<file path="config.mk">
export PLATFORM = sky130hd
export DESIGN_NAME = fractal_tile_scheduler
export DESIGN_NICKNAME = d
export VERILOG_FILES = /design/src/rtl/fractal_tile_scheduler.sv
export SDC_FILE = /design/constraint.sdc
export NUM_CORES = 1
export LEC_CHECK = 0
export BUFFER_PORTS_ARGS = -buffer_cell sky130_fd_sc_hd__buf_2
export CORE_MARGIN = 2
export CORE_UTILIZATION = 45
export DETAILED_ROUTE_END_ITERATION = 8
export MAX_ROUTING_LAYER = met4
export PLACE_DENSITY = 0.66
export SYNTH_ARGS = -nofsm -noshare
export SYNTH_HDL_FRONTEND = slang
export SYNTH_SLANG_ARGS = --single-unit
</file>
<file path="constraint.sdc">
create_clock -name clk -period 3.2 [get_ports clk]
set_input_delay 0.16 -clock clk [delete_from_list [all_inputs] [get_ports clk]]
set_output_delay 0.16 -clock clk [all_outputs]
set_load 0.02 [all_outputs]
</file>
<file path="src/rtl/fractal_tile_scheduler.sv">
// Frame sequencer: deals pixel jobs round-robin to escape-time workers and writes their results to VRAM.
// Optional frame cycle counter is enabled by defining SCHED_PERF_CNT_EN.
module fractal_tile_scheduler #(
  parameter int NUM_WORKERS = 4,
  parameter int IMG_W       = 256,
  parameter int IMG_H       = 256
) (
  input  logic                     clk,
  input  logic                     reset,
  input  logic                     start,
  output logic                     busy,
  output logic                     frame_done,
  output logic [NUM_WORKERS-1:0]   job_valid,
  input  logic [NUM_WORKERS-1:0]   job_ready,
  output logic [8:0]               job_x,
  output logic [8:0]               job_y,
  input  logic [NUM_WORKERS-1:0]   res_valid,
  output logic [NUM_WORKERS-1:0]   res_ready,
  input  logic [8*NUM_WORKERS-1:0] res_data,
  output logic                     wr_en,
  output logic [17:0]              wr_addr,
  output logic [7:0]               wr_data
`ifdef SCHED_PERF_CNT_EN
  ,
  output logic [31:0]              frame_cycles
`endif
);

  localparam int IW = (NUM_WORKERS > 1) ? $clog2(NUM_WORKERS) : 1;
  localparam logic [8:0] X_LAST = 9'(IMG_W - 1);
  localparam logic [8:0] Y_LAST = 9'(IMG_H - 1);

  typedef enum logic [1:0] {IDLE, DISPATCH, DRAIN, DONE} state_t;

  // Round-robin search: lowest set bit above 'last', otherwise lowest set bit at or below it.
  function automatic logic [IW:0] rr_pick(input logic [NUM_WORKERS-1:0] mask,
                                          input logic [IW-1:0] last);
    logic [IW:0] r;
    r = '0;
    for (int i = NUM_WORKERS - 1; i >= 0; i--)
      if (mask[i] && (i <= int'(last))) r = {1'b1, IW'(i)};
    for (int i = NUM_WORKERS - 1; i >= 0; i--)
      if (mask[i] && (i > int'(last))) r = {1'b1, IW'(i)};
    return r;
  endfunction

  state_t                 state, state_next;
  logic [8:0]             px, py;
  logic [NUM_WORKERS-1:0] wbusy;
  logic [17:0]            waddr [NUM_WORKERS];
  logic                   offer_vld;
  logic [IW-1:0]          offer_idx, job_ptr, res_ptr;

  logic                   accept, last_pix;
  logic [NUM_WORKERS-1:0] res_req, idle_mask;
  logic                   gnt_vld, pick_vld;
  logic [IW-1:0]          gnt_idx, pick_idx;
  logic [7:0]             gnt_data;
  logic [17:0]            gnt_addr, pix_addr;

  assign job_x    = px;
  assign job_y    = py;
  assign pix_addr = {py[8:6], px[8:6], py[5:0], px[5:0]};
  assign last_pix = (px == X_LAST) && (py == Y_LAST);
  assign res_req  = res_valid & wbusy;

  always_comb begin
    accept    = 1'b0;
    job_valid = '0;
    res_ready = '0;
    gnt_data  = '0;
    gnt_addr  = '0;
    idle_mask = ~wbusy;
    {gnt_vld, gnt_idx} = rr_pick(res_req, res_ptr);
    for (int i = 0; i < NUM_WORKERS; i++) begin
      if (offer_vld && (offer_idx == IW'(i))) begin
        job_valid[i] = 1'b1;
        accept       = job_ready[i];
      end
      if (gnt_vld && (gnt_idx == IW'(i))) begin
        res_ready[i] = 1'b1;
        gnt_data     = res_data[8*i +: 8];
        gnt_addr     = waddr[i];
      end
    end
    // A worker taking a job this cycle is not a candidate for the next offer.
    for (int i = 0; i < NUM_WORKERS; i++)
      if (accept && (offer_idx == IW'(i))) idle_mask[i] = 1'b0;
    {pick_vld, pick_idx} = rr_pick(idle_mask, accept ? offer_idx : job_ptr);
  end

  always_comb begin
    state_next = state;
    busy       = (state != IDLE);
    frame_done = (state == DONE);
    case (state)
      IDLE:     if (start) state_next = DISPATCH;
      DISPATCH: if (accept && last_pix) state_next = DRAIN;
      DRAIN:    if ((wbusy == '0) && !wr_en) state_next = DONE;
      DONE:     state_next = IDLE;
      default:  state_next = IDLE;
    endcase
  end

  always_ff @(posedge clk) begin
    if (reset) begin
      state     <= IDLE;
      px        <= '0;
      py        <= '0;
      wbusy     <= '0;
      offer_vld <= 1'b0;
      offer_idx <= '0;
      job_ptr   <= IW'(NUM_WORKERS - 1);
      res_ptr   <= IW'(NUM_WORKERS - 1);
      wr_en     <= 1'b0;
      wr_addr   <= '0;
      wr_data   <= '0;
    end else begin
      state <= state_next;

      if ((state == IDLE) && start) begin
        px <= '0;
        py <= '0;
      end else if (accept) begin
        if (px == X_LAST) begin
          px <= '0;
          py <= (py == Y_LAST) ? 9'd0 : py + 9'd1;
        end else begin
          px <= px + 9'd1;
        end
      end

      // The offer is registered so it cannot move while a worker stalls on job_ready.
      if (state_next == DISPATCH) begin
        if (!offer_vld || accept) begin
          offer_vld <= pick_vld;
          offer_idx <= pick_idx;
        end
      end else begin
        offer_vld <= 1'b0;
      end
      if (accept) job_ptr <= offer_idx;

      for (int i = 0; i < NUM_WORKERS; i++) begin
        if (gnt_vld && (gnt_idx == IW'(i)))        wbusy[i] <= 1'b0;
        else if (accept && (offer_idx == IW'(i)))  wbusy[i] <= 1'b1;
      end

      wr_en <= gnt_vld;
      if (gnt_vld) begin
        res_ptr <= gnt_idx;
        wr_addr <= gnt_addr;
        wr_data <= gnt_data;
      end
    end
  end

  always_ff @(posedge clk) begin
    for (int i = 0; i < NUM_WORKERS; i++)
      if (accept && (offer_idx == IW'(i))) waddr[i] <= pix_addr;
  end

`ifdef SCHED_PERF_CNT_EN
  logic [31:0] cyc_cnt, cyc_inc;

  assign cyc_inc = (cyc_cnt == 32'hFFFF_FFFF) ? cyc_cnt : cyc_cnt + 32'd1;

  always_ff @(posedge clk) begin
    if (reset) begin
      cyc_cnt      <= '0;
      frame_cycles <= '0;
    end else begin
      if ((state == IDLE) && start)
        cyc_cnt <= '0;
      else if ((state == DISPATCH) || (state == DRAIN))
        cyc_cnt <= cyc_inc;
      // Include the final DRAIN cycle in the snapshot.
      if ((state == DRAIN) && (state_next == DONE))
        frame_cycles <= cyc_inc;
    end
  end
`endif

endmodule

</file>
# After elaboration in Yosys (flattened, before gate mapping)
# Memory sizes are Yosys's and may differ from the RTL's.
# Cells that the tools add are included.
# Widths: inputs -> output; s select.
# word_totals
reg_bits	58
ram_bits	72
output_inout_bits	55
word_cells	153
mem_count	1
# memory_table
name	words	word_bits	read_ports	rd_clocked_by_memory_dff	wr	line_no	text
waddr	4	18	4	0	1	50	logic [17:0] waddr [NUM_WORKERS];
# op_classes
n_addsub	2
order_cmp	12
n_eq_ne	12
muxes	62
n_bitwise	3
n_reduce_logical	47
# ops
op	count
$mux 18	7
$reduce_or 18->1	3
$mux 3	14
$mux 8	4
$logic_and 1x1->1	28
$mux 1	27
$add 9x1->9 const B	2
$eq 9x8->1 const B	2
$mux 9	2
$mux 2	7
$eq 2x2->1 const B	6
$reduce_or 2->1	6
$eq 2x1->1 const B	4
$gt 2x2->1 const A	4
$le 2x2->1 const A	4
$pmux 2 s4	1
$logic_not 2->1	3
$and 4x4->4	1
$gt 1x2->1 const A	2
$le 1x2->1 const A	2
$logic_not 4->1	1
$not 4->4	1
$reduce_and 2->1	2
$logic_not 1->1	2
3 further kinds	3

# Depth between registers and ports, before layout
# Gate-level depths: netlist of run 1.
# depth
depth_word	16
depth_mapped	7
mapped_depth_nobuf	6

# Worst setup path before layout of run 1
# No wires, ideal clock.
# synth_timing
kind	reg2reg
startpoint	register offer_idx[1]
endpoint	register offer_idx[0]
arrival_time_ps	2021
required_time_ps	3059
path_slack_ps	1038
stages_incl_launch_ff	8
n_path_buf	2
period_less_slack_ps	2162
cell_sequence	dfxtp_1 > buf_4 > and4b_1 > clkbuf_1 > nor2_1 > nor4b_1 > o31ai_1 > a311oi_2
# synth_between
elab_chain_len	16
word_cells_on_any_way	46
cone_classes	order compare: 6; eq/ne: 4; mux: 18; reduce/logical: 18
# synth_lines
item	line_no	text
start: declaration	52	logic [IW-1:0] offer_idx, job_ptr, res_ptr;
start signal: assignment	137	offer_idx <= pick_idx;
$logic_not 2->1	76, 88	
$logic_and 1x1->1	76	if (offer_vld && (offer_idx == IW'(i))) begin
$mux 1 (4 in a row)	76	
$mux 2 / $logic_and 1x1->1 (equally long branches)	-	
$le 2x2->1 / $mux 1 (equally long branches)	41, 88	
$logic_and 1x1->1	41	if (mask[i] && (i <= int'(last))) r = {1'b1, IW'(i)};
$mux 3 (4 in a row)	41	
$mux 3 (3 in a row)	43	if (mask[i] && (i > int'(last))) r = {1'b1, IW'(i)};
# Parallel ways exist; a longest one is shown, timed or not.
# A chain may end at the register's enable or synchronous reset.

# Worst setup path after layout of run 1
# layout_timing
startpoint	register res_ptr[0]
endpoint	output res_ready[2]
# layout_between
elab_chain_len	12
word_cells_on_any_way	22
cone_classes	order compare: 6; eq/ne: 1; mux: 8; reduce/logical: 7
# layout_lines
item	line_no	text
start: declaration	52	
start signal: assignment	114	res_ptr <= IW'(NUM_WORKERS - 1);
start signal: assignment	151	res_ptr <= gnt_idx;
$le 2x2->1	41	
$logic_and 1x1->1	41	
$mux 3 (4 in a row)	41	
$mux 3 (2 in a row)	43	
$mux 3 (*)	43	
$eq 2x2->1	80	if (gnt_vld && (gnt_idx == IW'(i))) begin
$logic_and 1x1->1 (*)	80	
$mux 1 (*)	80	
end: declaration	18	output logic [NUM_WORKERS-1:0] res_ready,
# Mark *: on every way between the ends. The rest lies on a longest branch, timed or not.

==> metrics.md, run 1 <==
| Metric | Value |
|---|---|
| Outcome | `finished, final reports clean` |
| Width of the die | `117 um` |
| Final Skew | `0.0106 ns` |
| First drt pass iteration count | `8` |
| Post-synthesis compound-gate area fraction | `19.3%` |
| Area of the multi-input gates | `2140 um^2` |
| DR vias/cell | `5.55` |
| Grt ovf | `0` |
| Reg clk slew, reported paths | `0.05 ns` |
| CTS buffer count | `17` |
| Antenna violations before repair | `0` |
| Hold depth | `3` |
| Mapped cell area | `5740 um^2` |
| Final slew viol count | `0` |
| Vias in the first global route | `4041` |
| Crit share post-route | `73.1%` |
| Ranking of synthesized cells by area | `edfxtp_1 38%, dfxtp_1 20%, a221o_1 4.7%` |
| Synthesized Nets | `546` |
| Clock group share of total power | `46.7%` |
| Final count of negative-setup-slack endpoints | `0` |
| Post-Synth Adder-Cell Area | `0.436%` |
| Core area | `12500 um^2` |
| Reg-to-Reg End | `offer_idx[1]$_SDFFE_PP0P_` |
| Most frequent cell after synthesis | `edfxtp_1` |
| Critical Path RT | `3.04 ns` |
| Kind of critical path | `register to output port` |
| R2R depth | `5` |
| HP Class | `input pin to register` |
| CP Launch Type | `register` |
| Peak VDD IR | `0.000385 V` |
| Buffer count from post-CTS setup fixing | `0` |
| CTS sink cnt | `130` |
| Share of cells above drive strength 1 | `25.7%` |
| Async set-or-reset flop fraction in the synthesized netlist | `0%` |
| Seq cells post-synth | `130` |
| Critical Path, Cell by Cell | `a21oi_1 -> a211oi_4 -> buf_4 -> buf_2` |
| Final setup TNS | `0 ns` |
| GRT Overall Usage | `22.4%` |
| Post-CTS sizing | `0` |
| DRT antenna net count | `0` |
| Synth warnings | `0` |
| Total power | `3.95 mW` |
| Reg2Reg Setup Slack | `1.00 ns` |
| H-tree depth | `4` |
| HPWL Detailed | `9.10 mm` |
| Critical Path Max Stage Delay | `0.60 ns` |
| Worst-margin pin slew | `0.738 ns` |
| Port Buf Inserts | `97` |
| Chip height | `117 um` |
| FMAX | `428 MHz` |
| R2r startpoint | `offer_idx[1]$_SDFFE_PP0P_` |
| Clock latency on the worst-skew pair | `0.42 ns` |
| Commonest cells in the netlist | `72 x edfxtp_1, 58 x dfxtp_1, 52 x nand2_1` |
| Post-Syn Instances | `501` |
| Hold path endpoint | `wr_data[1]$_SDFFE_PP0P_` |
| Simple-Gate Fraction of Synth Area | `14.9%` |
| CP endpoint kind | `output port` |
| Drt total wl | `14.5 mm` |
| Seq pwr share | `46.2%` |
| Num rows | `41` |
| Switching pwr | `0.896 mW` |
| Max Cap Viol | `0` |
| Mapped Avg Cell Area | `11.5 um^2` |
| # fillers | `1128` |
| Mux contribution to synthesized area | `0.611%` |
| RSZ-0062 raised after global routing | `false` |
| CTS tree | `yes` |
| Nets@finish | `646` |
| Synth area leader | `edfxtp_1` |
| Top-area cell type share of the netlist area | `37.7%` |
| Hold path start | `res_data[17]` |
| Max FO, Critical Path | `54` |
| I/O pin count | `98` |
| Largest net degree at the start of global routing | `55` |
| Diodes inserted | `0` |
| Area delta synth->final | `20.8%` |
| Total Die Area | `13700 um^2` |
| Starting Density | `45.8%` |
| Period minus WS final | `2.34 ns` |
| Main combinational cell family by area after synthesis | `compound AO/OA/AOI/OAI gates` |
| Pwr/cell area | `569 nW/um^2` |
| Gp weighted congestion | `0.847` |
| P_leak | `2.76 nW` |
| P_int | `3.05 mW` |
| CTS Root Cell | `clkbuf_16` |
| DRC Markers | `0` |
| 1st-iter DRT viols | `326` |
| Hold Vio Cnt, Final | `0` |
| Vias | `4361` |
| WL/cell | `18.4 um` |
| Sequential cell area fraction in the yosys report | `57.9%` |
| First-pass GRT wire length | `21.9 mm` |
| Post-synth cell types | `66` |
| Final WS setup | `0.861 ns` |
| Logic pwr share | `7.1%` |
| FF/Latch Area | `3320 um^2` |
| Critical Path AT | `2.18 ns` |
| Sw frac | `22.7%` |
| Worst hold margin | `0.0811 ns` |
| Slew margin rel. | `50.8%` |
| EDFF count, synth | `72` |
| Xor and xnor area share after synthesis | `2.14%` |
| Pre-CTS WS | `1.01 ns` |
| Longest Clk Path Bufs | `2` |
| Cts hold-fix bufs | `0` |
| CP max-delay cell | `dfxtp_1` |
| Ys flop type | `edfxtp_1` |
[area by class of cell]
type                       count  area share [%]
clock inverter                11            1.62
sequential                   130            47.9
tap                          172            3.10
clock buffer                  21            6.50
timing repair buffer         108            8.19
inverter                      33            1.79
multi-input combinational    311            30.9
[per-layer routing]
layer / track usage [%] / part of all wire [%] / vias up
li1: - / - / 2073
met4: 7.76 / 0.92 / 0
met5: - / 0 / -
met1: 29.5 / 45 / 2159
met2: 34.3 / 49 / 120
met3: 5.36 / 5.2 / 9
[stage by stage]
| step | util, % | area, um^2 | std cells |
|---|---|---|---|
| 2_1_floorplan | - | 5740 | 501 |
| 3_3_place_gp | 50.9 | 6370 | 754 |
| 3_5_place_dp | 50.9 | 6370 | 754 |
| 4_1_cts | 55.4 | 6930 | 786 |
| 5_1_grt | 55.4 | 6930 | 786 |
| 6_report | 55.4 | 6930 | 786 |
[critical path, delay by kind of cell, from the launching register on]
| kind | cells | cell delay, ns |
|---|---|---|
| DFF | 1 | 0.60 |
| AOI/OAI and AO/OA | 2 | 0.35 |
| buffers and inverters | 2 | 0.81 |
[cell families (layout without fill, tap and decap cells)]
kind of cell | Yosys count | after routing
simple gates | 161 | 161
mux | 3 | 3
compound gates | 131 | 131
fa+ha+maj | 2 | 2
buf+inv | 60 | 173
flops | 130 | 130
xor+xnor | 14 | 14
[cells in the final DEF, fill, tap and decap left out, types with 3 or more instances in the layout]
cell | netlist | layout
a21oi_1 | 13 | 13
a221o_1 | 27 | 27
a32o_1 | 26 | 26
and2_1 | 7 | 7
buf_2 | 15 | 97
buf_4 | 2 | 11
clkbuf_1 | 7 | 3
clkbuf_16 | 0 | 17
clkinv_2 | 0 | 5
dfxtp_1 | 58 | 58
edfxtp_1 | 72 | 72
inv_1 | 33 | 33
nand2_1 | 52 | 52
nand2b_1 | 29 | 29
nand3_1 | 6 | 6
nand4_1 | 7 | 7
nor2_1 | 31 | 31
nor3_1 | 6 | 6
o21ai_0 | 30 | 30
o21ai_2 | 3 | 3
o31ai_1 | 3 | 3
xnor2_1 | 3 | 3
xor2_1 | 11 | 11
[sequential cells by signal, summed over array words and instances (netlist names)]
name       flops
job_ptr        2
waddr         72
offer_idx      2
wr_addr       18
res_ptr        2
wr_data        8
job_y          9
job_x          9
wbusy          4
offer_vld      1
state          2
wr_en          1
[power groups by stage]
stage | combinational, mW | sequential, mW | clock [mW]
2_1_floorplan | 0.197 | 1.84 | 0
3_3_place_gp | 0.276 | 1.86 | 0
3_5_place_dp | 0.279 | 1.86 | 0
4_1_cts | 0.281 | 1.82 | 1.88
5_1_grt | 0.304 | 1.83 | 1.95
6_report | 0.278 | 1.83 | 1.84
[how the worst max path moves through the flow]
| stage | slack [ns] | endpoint | cells after the start | start |
|---|---|---|---|---|
| global placement | 1.15 | wr_data[4]$_SDFFE_PP0P_ | 6 | res_ptr[1]$_SDFFE_PP1P_ |
| CTS | 0.83 | res_ready[2] | 4 | res_ptr[0]$_SDFFE_PP1P_ |
| global route | 0.73 | res_ready[2] | 4 | res_ptr[0]$_SDFFE_PP1P_ |
| finish | 0.86 | res_ready[2] | 4 | res_ptr[0]$_SDFFE_PP1P_ |
| detailed placement | 1.01 | offer_idx[1]$_SDFFE_PP0P_ | 5 | offer_idx[1]$_SDFFE_PP0P_ |
| floorplan | 1.04 | offer_idx[0]$_SDFFE_PP0P_ | 7 | offer_idx[1]$_SDFFE_PP0P_ |
(Power assumes the default switching activity.)
==> run 2, diff against run 1 <==
--- a/config.mk
+++ b/config.mk
@@ -10,7 +10,7 @@
 export CORE_UTILIZATION = 45
 export DETAILED_ROUTE_END_ITERATION = 8
 export MAX_ROUTING_LAYER = met4
-export PLACE_DENSITY = 0.66
+export PLACE_DENSITY = 0.69
 export SYNTH_ARGS = -nofsm -noshare
 export SYNTH_HDL_FRONTEND = slang
 export SYNTH_SLANG_ARGS = --single-unit
==> constraint.sdc (replaced) <==
create_clock -name clk -period 2.1 [get_ports clk]
set_input_delay 0.105 -clock clk [delete_from_list [all_inputs] [get_ports clk]]
set_output_delay 0.105 -clock clk [all_outputs]
set_load 0.02 [all_outputs]
==> metrics.md, run 2 (synthesis gave the netlist of run 1 again) <==
| Metric | Value |
|---|---|
| Pwr/cell area | `829 nW/um^2 (+46%)` |
| Reg2Reg Setup Slack | `0.13 ns (-0.87 ns)` |
| CTS tree | `yes` |
| DRC Markers | `0 (unchanged)` |
| 1st-iter DRT viols | `354 (+8.6%)` |
| First-pass GRT wire length | `21.9 mm (unchanged)` |
| Dpl cell area | `6550 um^2 (+2.7%)` |
| FF/Latch Area | `3330 um^2 (about the same)` |
| Hold path endpoint | `wr_data[3]$_SDFFE_PP0P_` |
| Max Cap Viol | `0 (unchanged)` |
| H-tree depth | `4 (unchanged)` |
| First drt pass iteration count | `7 (-1)` |
| Outcome | `finished, final reports clean` |
| Share of cells above drive strength 1 | `27.5% (+1.8 points)` |
| FMAX | `498 MHz` |
| HP Class | `input pin to register` |
| WL/cell | `17.9 um (-2.9%)` |
| Peak VDD IR | `0.000538 V (+40%)` |
| P_int | `4.51 mW (+48%)` |
| Critical Path AT | `1.90 ns (-0.28 ns)` |
| Antenna violations before repair | `0 (unchanged)` |
| Critical Path RT | `2.00 ns (-1.04 ns)` |
| Largest registers | `waddr x72, wr_addr x18` |
| Worst-margin pin slew | `0.542 ns (-0.196 ns)` |
| Logic pwr share | `7.6% (+0.5 points)` |
| Final slew viol count | `0 (unchanged)` |
| Gp weighted congestion | `0.873 (+3.1%)` |
| Reg-to-Reg End | `wr_addr[16]$_SDFFE_PP0P_` |
| Most common cell after layout, fill and taps aside | `buf_2` |
| Grt ovf | `0 (unchanged)` |
| # fillers | `1106 (-2.0%)` |
| RSZ-0062 raised after global routing | `false` |
| Kind of critical path | `register to output port` |
| Clock latency on the worst-skew pair | `0.42 ns (about the same)` |
| Width of the die | `117 um (unchanged)` |
| DRT antenna net count | `0 (unchanged)` |
| Total Die Area | `13700 um^2 (unchanged)` |
| Hold depth | `3 (unchanged)` |
| Core area | `12500 um^2 (unchanged)` |
| CTS sink cnt | `130 (unchanged)` |
| DR vias/cell | `5.54 (-0.21%)` |
| Final setup TNS | `0 ns (unchanged)` |
| Vias | `4435 (+1.7%)` |
| CTS buffer count | `17 (unchanged)` |
| Vias in the first global route | `4165 (+3.1%)` |
| Sw frac | `23.2% (+0.51 points)` |
| Most frequent cells in the layout | `97 x buf_2, 72 x edfxtp_1, 56 x dfxtp_1, 52 x nand2_1, 33 x inv_1` |
| Hold path start | `res_data[19]` |
| Largest net degree at the start of global routing | `55 (unchanged)` |
| R2r startpoint | `res_ptr[1]$_SDFFE_PP1P_` |
| Reg clk slew, reported paths | `0.05 ns (about the same)` |
| P_leak | `2.83 nW (+2.7%)` |
| GRT Overall Usage | `22.2% (-0.21 points)` |
| Total power | `5.87 mW (+49%)` |
| Seq pwr share | `47.3% (+1.1 points)` |
| Switching pwr | `1.36 mW (+52%)` |
| Hold Vio Cnt, Final | `0 (unchanged)` |
| Cells after DPL | `769 (+2.0%)` |
| Top reg by flops | `waddr` |
| Starting Density | `45.8% (unchanged)` |
| Chip height | `117 um (unchanged)` |
| Diodes inserted | `0 (unchanged)` |
| Num rows | `41 (unchanged)` |
| R2R depth | `6 (+1)` |
| Area delta synth->final | `23.4%` |
| Post-layout instance area | `7080 um^2 (+2.1%)` |
| CP Launch Type | `register` |
| HPWL Detailed | `9.19 mm (+0.99%)` |
| I/O pin count | `98 (unchanged)` |
| CTS Root Cell | `clkbuf_16` |
| Nets@finish | `661 (+2.3%)` |
| Cts hold-fix bufs | `0 (unchanged)` |
| Max FO, Critical Path | `54 (unchanged)` |
| Port Buf Inserts | `97 (unchanged)` |
| Largest register FFs | `72 (unchanged)` |
| Longest Clk Path Bufs | `2 (unchanged)` |
| Final count of negative-setup-slack endpoints | `0 (unchanged)` |
| Area of the multi-input gates | `2140 um^2 (unchanged)` |
| Period minus WS final | `2.01 ns` |
| Worst hold margin | `0.0287 ns (-0.0524 ns)` |
| Drt total wl | `14.3 mm (-1.1%)` |
| Cell Count, Final, Fillers Out | `801 (+1.9%)` |
| Final Skew | `0.00659 ns (-0.00399 ns)` |
| Crit share post-route | `95.6%` |
| CP endpoint kind | `output port` |
| Clock group share of total power | `45.0% (-1.7 points)` |
| Slew margin rel. | `63.8% (+13 points)` |
-- run 2: changes by cell type in the layout (fill, tap and decap cells not counted), moves of 2 or more --
cell | previous run | this run
dfxtp_2 | 0 | 2
clkinv_1 | 1 | 3
buf_4 | 11 | 21
buf_12 | 0 | 5
dfxtp_1 | 58 | 56
-- run 2: how the worst max path moves through the flow --
stage / start / to / slack (ns) / cells past startpoint
3_3_place_gp: offer_idx[1]$_SDFFE_PP0P_ / offer_idx[0]$_SDFFE_PP0P_ / 0.17 / 5
3_5_place_dp: offer_idx[1]$_SDFFE_PP0P_ / offer_idx[0]$_SDFFE_PP0P_ / 0.13 / 5
6_report: wbusy[1]$_SDFFE_PP0P_ / res_ready[2] / 0.09 / 4
4_1_cts: res_ptr[0]$_SDFFE_PP1P_ / res_ready[2] / 0.04 / 4
2_1_floorplan: offer_idx[1]$_SDFFE_PP0P_ / offer_idx[0]$_SDFFE_PP0P_ / 0.07 / 6
5_1_grt: wbusy[1]$_SDFFE_PP0P_ / res_ready[2] / 0.01 / 4
-- run 2: final cells by class --
type	count	share of cell area, %
clock inverters	12	1.31
well taps	172	3.04
clock buffers	20	6.17
multi-input cells	311	30.2
repair buffers	123	10.5
flip-flops and latches	130	47.0
inverters	33	1.75
-- run 2: critical path: stages, from the launching register on --
cell and delay, ns:
dfxtp_1 0.38, a22o_2 0.32, a211oi_4 0.28, buf_12 0.27, buf_2 0.22
-- run 2: timing repair --
action	4_1_cts	5_1_grt
buffers inserted	0	0
gates resized for setup	0	2
endpoints found under the setup margin	0	2
-- run 2: power groups by stage --
stage,Clock [mW],Combinational [mW],Sequential (mW)
final,2.64,0.448,2.78
after global routing,2.81,0.486,2.78
after CTS,2.68,0.451,2.78
after detailed placement,0,0.449,2.83
after global placement,0,0.441,2.83
after floorplan,0,0.301,2.81
-- run 2: per-layer routing --
metal | share of wire, % | vias to the layer above | routed length, um | track usage [%]
li1 | - | 2104 | - | -
met1 | 43 | 2159 | 6150 | 27.5
met2 | 49 | 150 | 7090 | 35.3
met3 | 5.9 | 22 | 848 | 5.82
met4 | 1.7 | 0 | 239 | 8.00
met5 | 0 | - | 0 | -
-- run 2: stage by stage --
stage / setup slack [ns] / utilization [%]
floorplan: 0.0659 / -
detailed placement: 0.128 / 52.3
global placement: 0.170 / 52.3
global route: 0.0110 / 56.5
finish: 0.0932 / 56.5
CTS: 0.0371 / 56.5
==> run 3, diff against run 2 <==
--- a/config.mk
+++ b/config.mk
@@ -11,6 +11,7 @@
 export DETAILED_ROUTE_END_ITERATION = 8
 export MAX_ROUTING_LAYER = met4
 export PLACE_DENSITY = 0.69
+export RECOVER_POWER = 50
 export SYNTH_ARGS = -nofsm -noshare
 export SYNTH_HDL_FRONTEND = slang
 export SYNTH_SLANG_ARGS = --single-unit
==> metrics.md, run 3 (synthesis gave the netlist of run 1 again) <==
| Metric | Value |
|---|---|
| Worst Path Buf+Inv | `2 (unchanged)` |
| Share of cells above drive strength 1 | `18.4% (-9.1 points)` |
| Most frequent cells in the layout | `72 x edfxtp_1, 59 x clkbuf_1, 56 x dfxtp_1, 52 x nand2_1, 50 x buf_2` |
| Num rows | `41 (unchanged)` |
| CTS Root Cell | `clkbuf_16` |
| Final count of negative-setup-slack endpoints | `0 (unchanged)` |
| Total Die Area | `13700 um^2 (unchanged)` |
| DRC Markers | `0 (unchanged)` |
| Critical Path RT | `2.00 ns (about the same)` |
| Vias | `4421 (-0.32%)` |
| P_leak | `2.59 nW (-8.7%)` |
| Worst hold margin | `0.0264 ns (-0.00228 ns)` |
| CTS tree | `yes` |
| Core area | `12500 um^2 (unchanged)` |
| Cts hold-fix bufs | `0 (unchanged)` |
| CTS buffer count | `17 (unchanged)` |
| Layout Utilization | `55.8% (-0.79 points)` |
| Period minus WS final | `2.01 ns (+0.00808 ns)` |
| Top reg by flops | `waddr` |
| Vias in the first global route | `4165 (unchanged)` |
| CP max-delay cell | `dfxtp_1` |
| Longest Clk Path Bufs | `2 (unchanged)` |
| Nets@finish | `661 (unchanged)` |
| Dpl cell area | `6550 um^2 (unchanged)` |
| Largest register FFs | `72 (unchanged)` |
| HPWL Detailed | `9.19 mm (unchanged)` |
| Crit share post-route | `95.9% (+0.38 points)` |
| Reg clk slew, reported paths | `0.05 ns (about the same)` |
| First drt pass iteration count | `6 (-1)` |
| WL/cell | `17.9 um (+0.14%)` |
| Drt total wl | `14.3 mm (+0.14%)` |
| Peak VDD IR | `0.000534 V (-0.62%)` |
| Hold Vio Cnt, Final | `0 (unchanged)` |
| Final slew viol count | `0 (unchanged)` |
| Critical Path Max Stage Delay | `0.52 ns (+0.14 ns)` |
| Post-layout instance area | `6980 um^2 (-1.4%)` |
| Starting Density | `45.8% (unchanged)` |
| Clock latency on the worst-skew pair | `0.42 ns (about the same)` |
| HP Class | `input pin to register` |
| Worst-margin pin slew | `0.533 ns (-0.00916 ns)` |
| Total power | `5.87 mW (about the same)` |
| Grt ovf | `0 (unchanged)` |
| CTS sink cnt | `130 (unchanged)` |
| Chip height | `117 um (unchanged)` |
| First-pass GRT wire length | `21.9 mm (unchanged)` |
| H-tree depth | `4 (unchanged)` |
| Port Buf Inserts | `97 (unchanged)` |
| Antenna violations before repair | `0 (unchanged)` |
| Area delta synth->final | `21.6%` |
| CP Launch Type | `register` |
| Final Skew | `0.00464 ns (-0.00195 ns)` |
| 1st-iter DRT viols | `283 (-20%)` |
| Kind of critical path | `register to output port` |
| Max FO, Critical Path | `54 (unchanged)` |
| Gp weighted congestion | `0.873 (unchanged)` |
| Width of the die | `117 um (unchanged)` |
| GRT Overall Usage | `22.2% (unchanged)` |
| Largest net degree at the start of global routing | `55 (unchanged)` |
| Diodes inserted | `0 (unchanged)` |
| Critical Path AT | `1.91 ns (about the same)` |
| DR vias/cell | `5.52 (-0.32%)` |
| Final setup TNS | `0 ns (unchanged)` |
| CP endpoint kind | `output port` |
| RSZ-0062 raised after global routing | `false` |
| CP delay by family, top | `flip-flops` |
| Outcome | `finished, final reports clean` |
| DRT antenna net count | `0 (unchanged)` |
| Critical Path, Cell by Cell | `nand3_1 -> a21oi_1 -> a211oi_4 -> buf_12 -> buf_2` |
| Largest registers | `waddr x72, wr_addr x18` |
| Pwr/cell area | `840 nW/um^2 (+1.3%)` |
| FMAX | `496 MHz (-0.40%)` |
| I/O pin count | `98 (unchanged)` |
| Slew margin rel. | `64.5% (+0.61 points)` |
| Most common cell after layout, fill and taps aside | `edfxtp_1` |
| Reg2Reg Setup Slack | `0.12 ns (about the same)` |
| Max Cap Viol | `0 (unchanged)` |
## run 3: cell types whose count changed in the layout (fill, tap and decap cells not counted)
cell	previous run	this run
a2bb2oi_1	0	1
a2bb2oi_2	1	0
buf_2	97	50
buf_4	21	12
clkbuf_1	3	59
## run 3: through the flow
step | instances | setup slack [ns]
global route | 801 | 0.0110
floorplan | 501 | 0.0659
global placement | 769 | 0.170
finish | 801 | 0.0851
CTS | 801 | 0.0371
detailed placement | 769 | 0.128
## run 3: cell type report
cell class,instances,area [um^2]
Clock buffer,20,437
Clock inverter,12,92.6
Fill cell,1140,5540
Inverter,33,124
Multi-Input combinational cell,311,2130
Sequential cell,130,3330
Tap cell,172,215
Timing Repair Buffer,123,651
## run 3: power by group
part	total, mW	switching, mW	internal (mW)	leakage, nW
registers	2.78	0.0523	2.73	1.19
logic	0.441	0.267	0.174	1.15
clock network	2.65	1.05	1.60	0.252
## run 3: timing repair
action	CTS	global route
endpoints found under the setup margin	0	2
setup buffers	0	0
resized for setup	0	2
## run 3: per-layer routing
layer	GRT usage [%]	share of wire, %
met1	27.5	43
met2	35.3	49
met3	5.82	6.1
met4	8.00	1.8
met5	-	0
## run 3: worst paths after layout
kind / startpoint / end / depth (start not counted)
worst max register to register: res_ptr[1]$_SDFFE_PP1P_ / wr_addr[16]$_SDFFE_PP0P_ / 6
worst min-delay path: res_data[19] / wr_data[3]$_SDFFE_PP0P_ / 3
worst min register to register: job_ptr[1]$_SDFF_PP1_ / job_ptr[1]$_SDFF_PP1_ / 1
worst max-delay path: res_ptr[1]$_SDFFE_PP1P_ / res_ready[2] / 5
## run 3: worst register-to-register path: stages, from the launching register on
cell	delay [ns]
dfxtp_1	0.52
nand3_1	0.18
a21oi_1	0.31
a211oi_4	0.08
buf_12	0.19
a221o_1	0.33
a32o_1	0.25
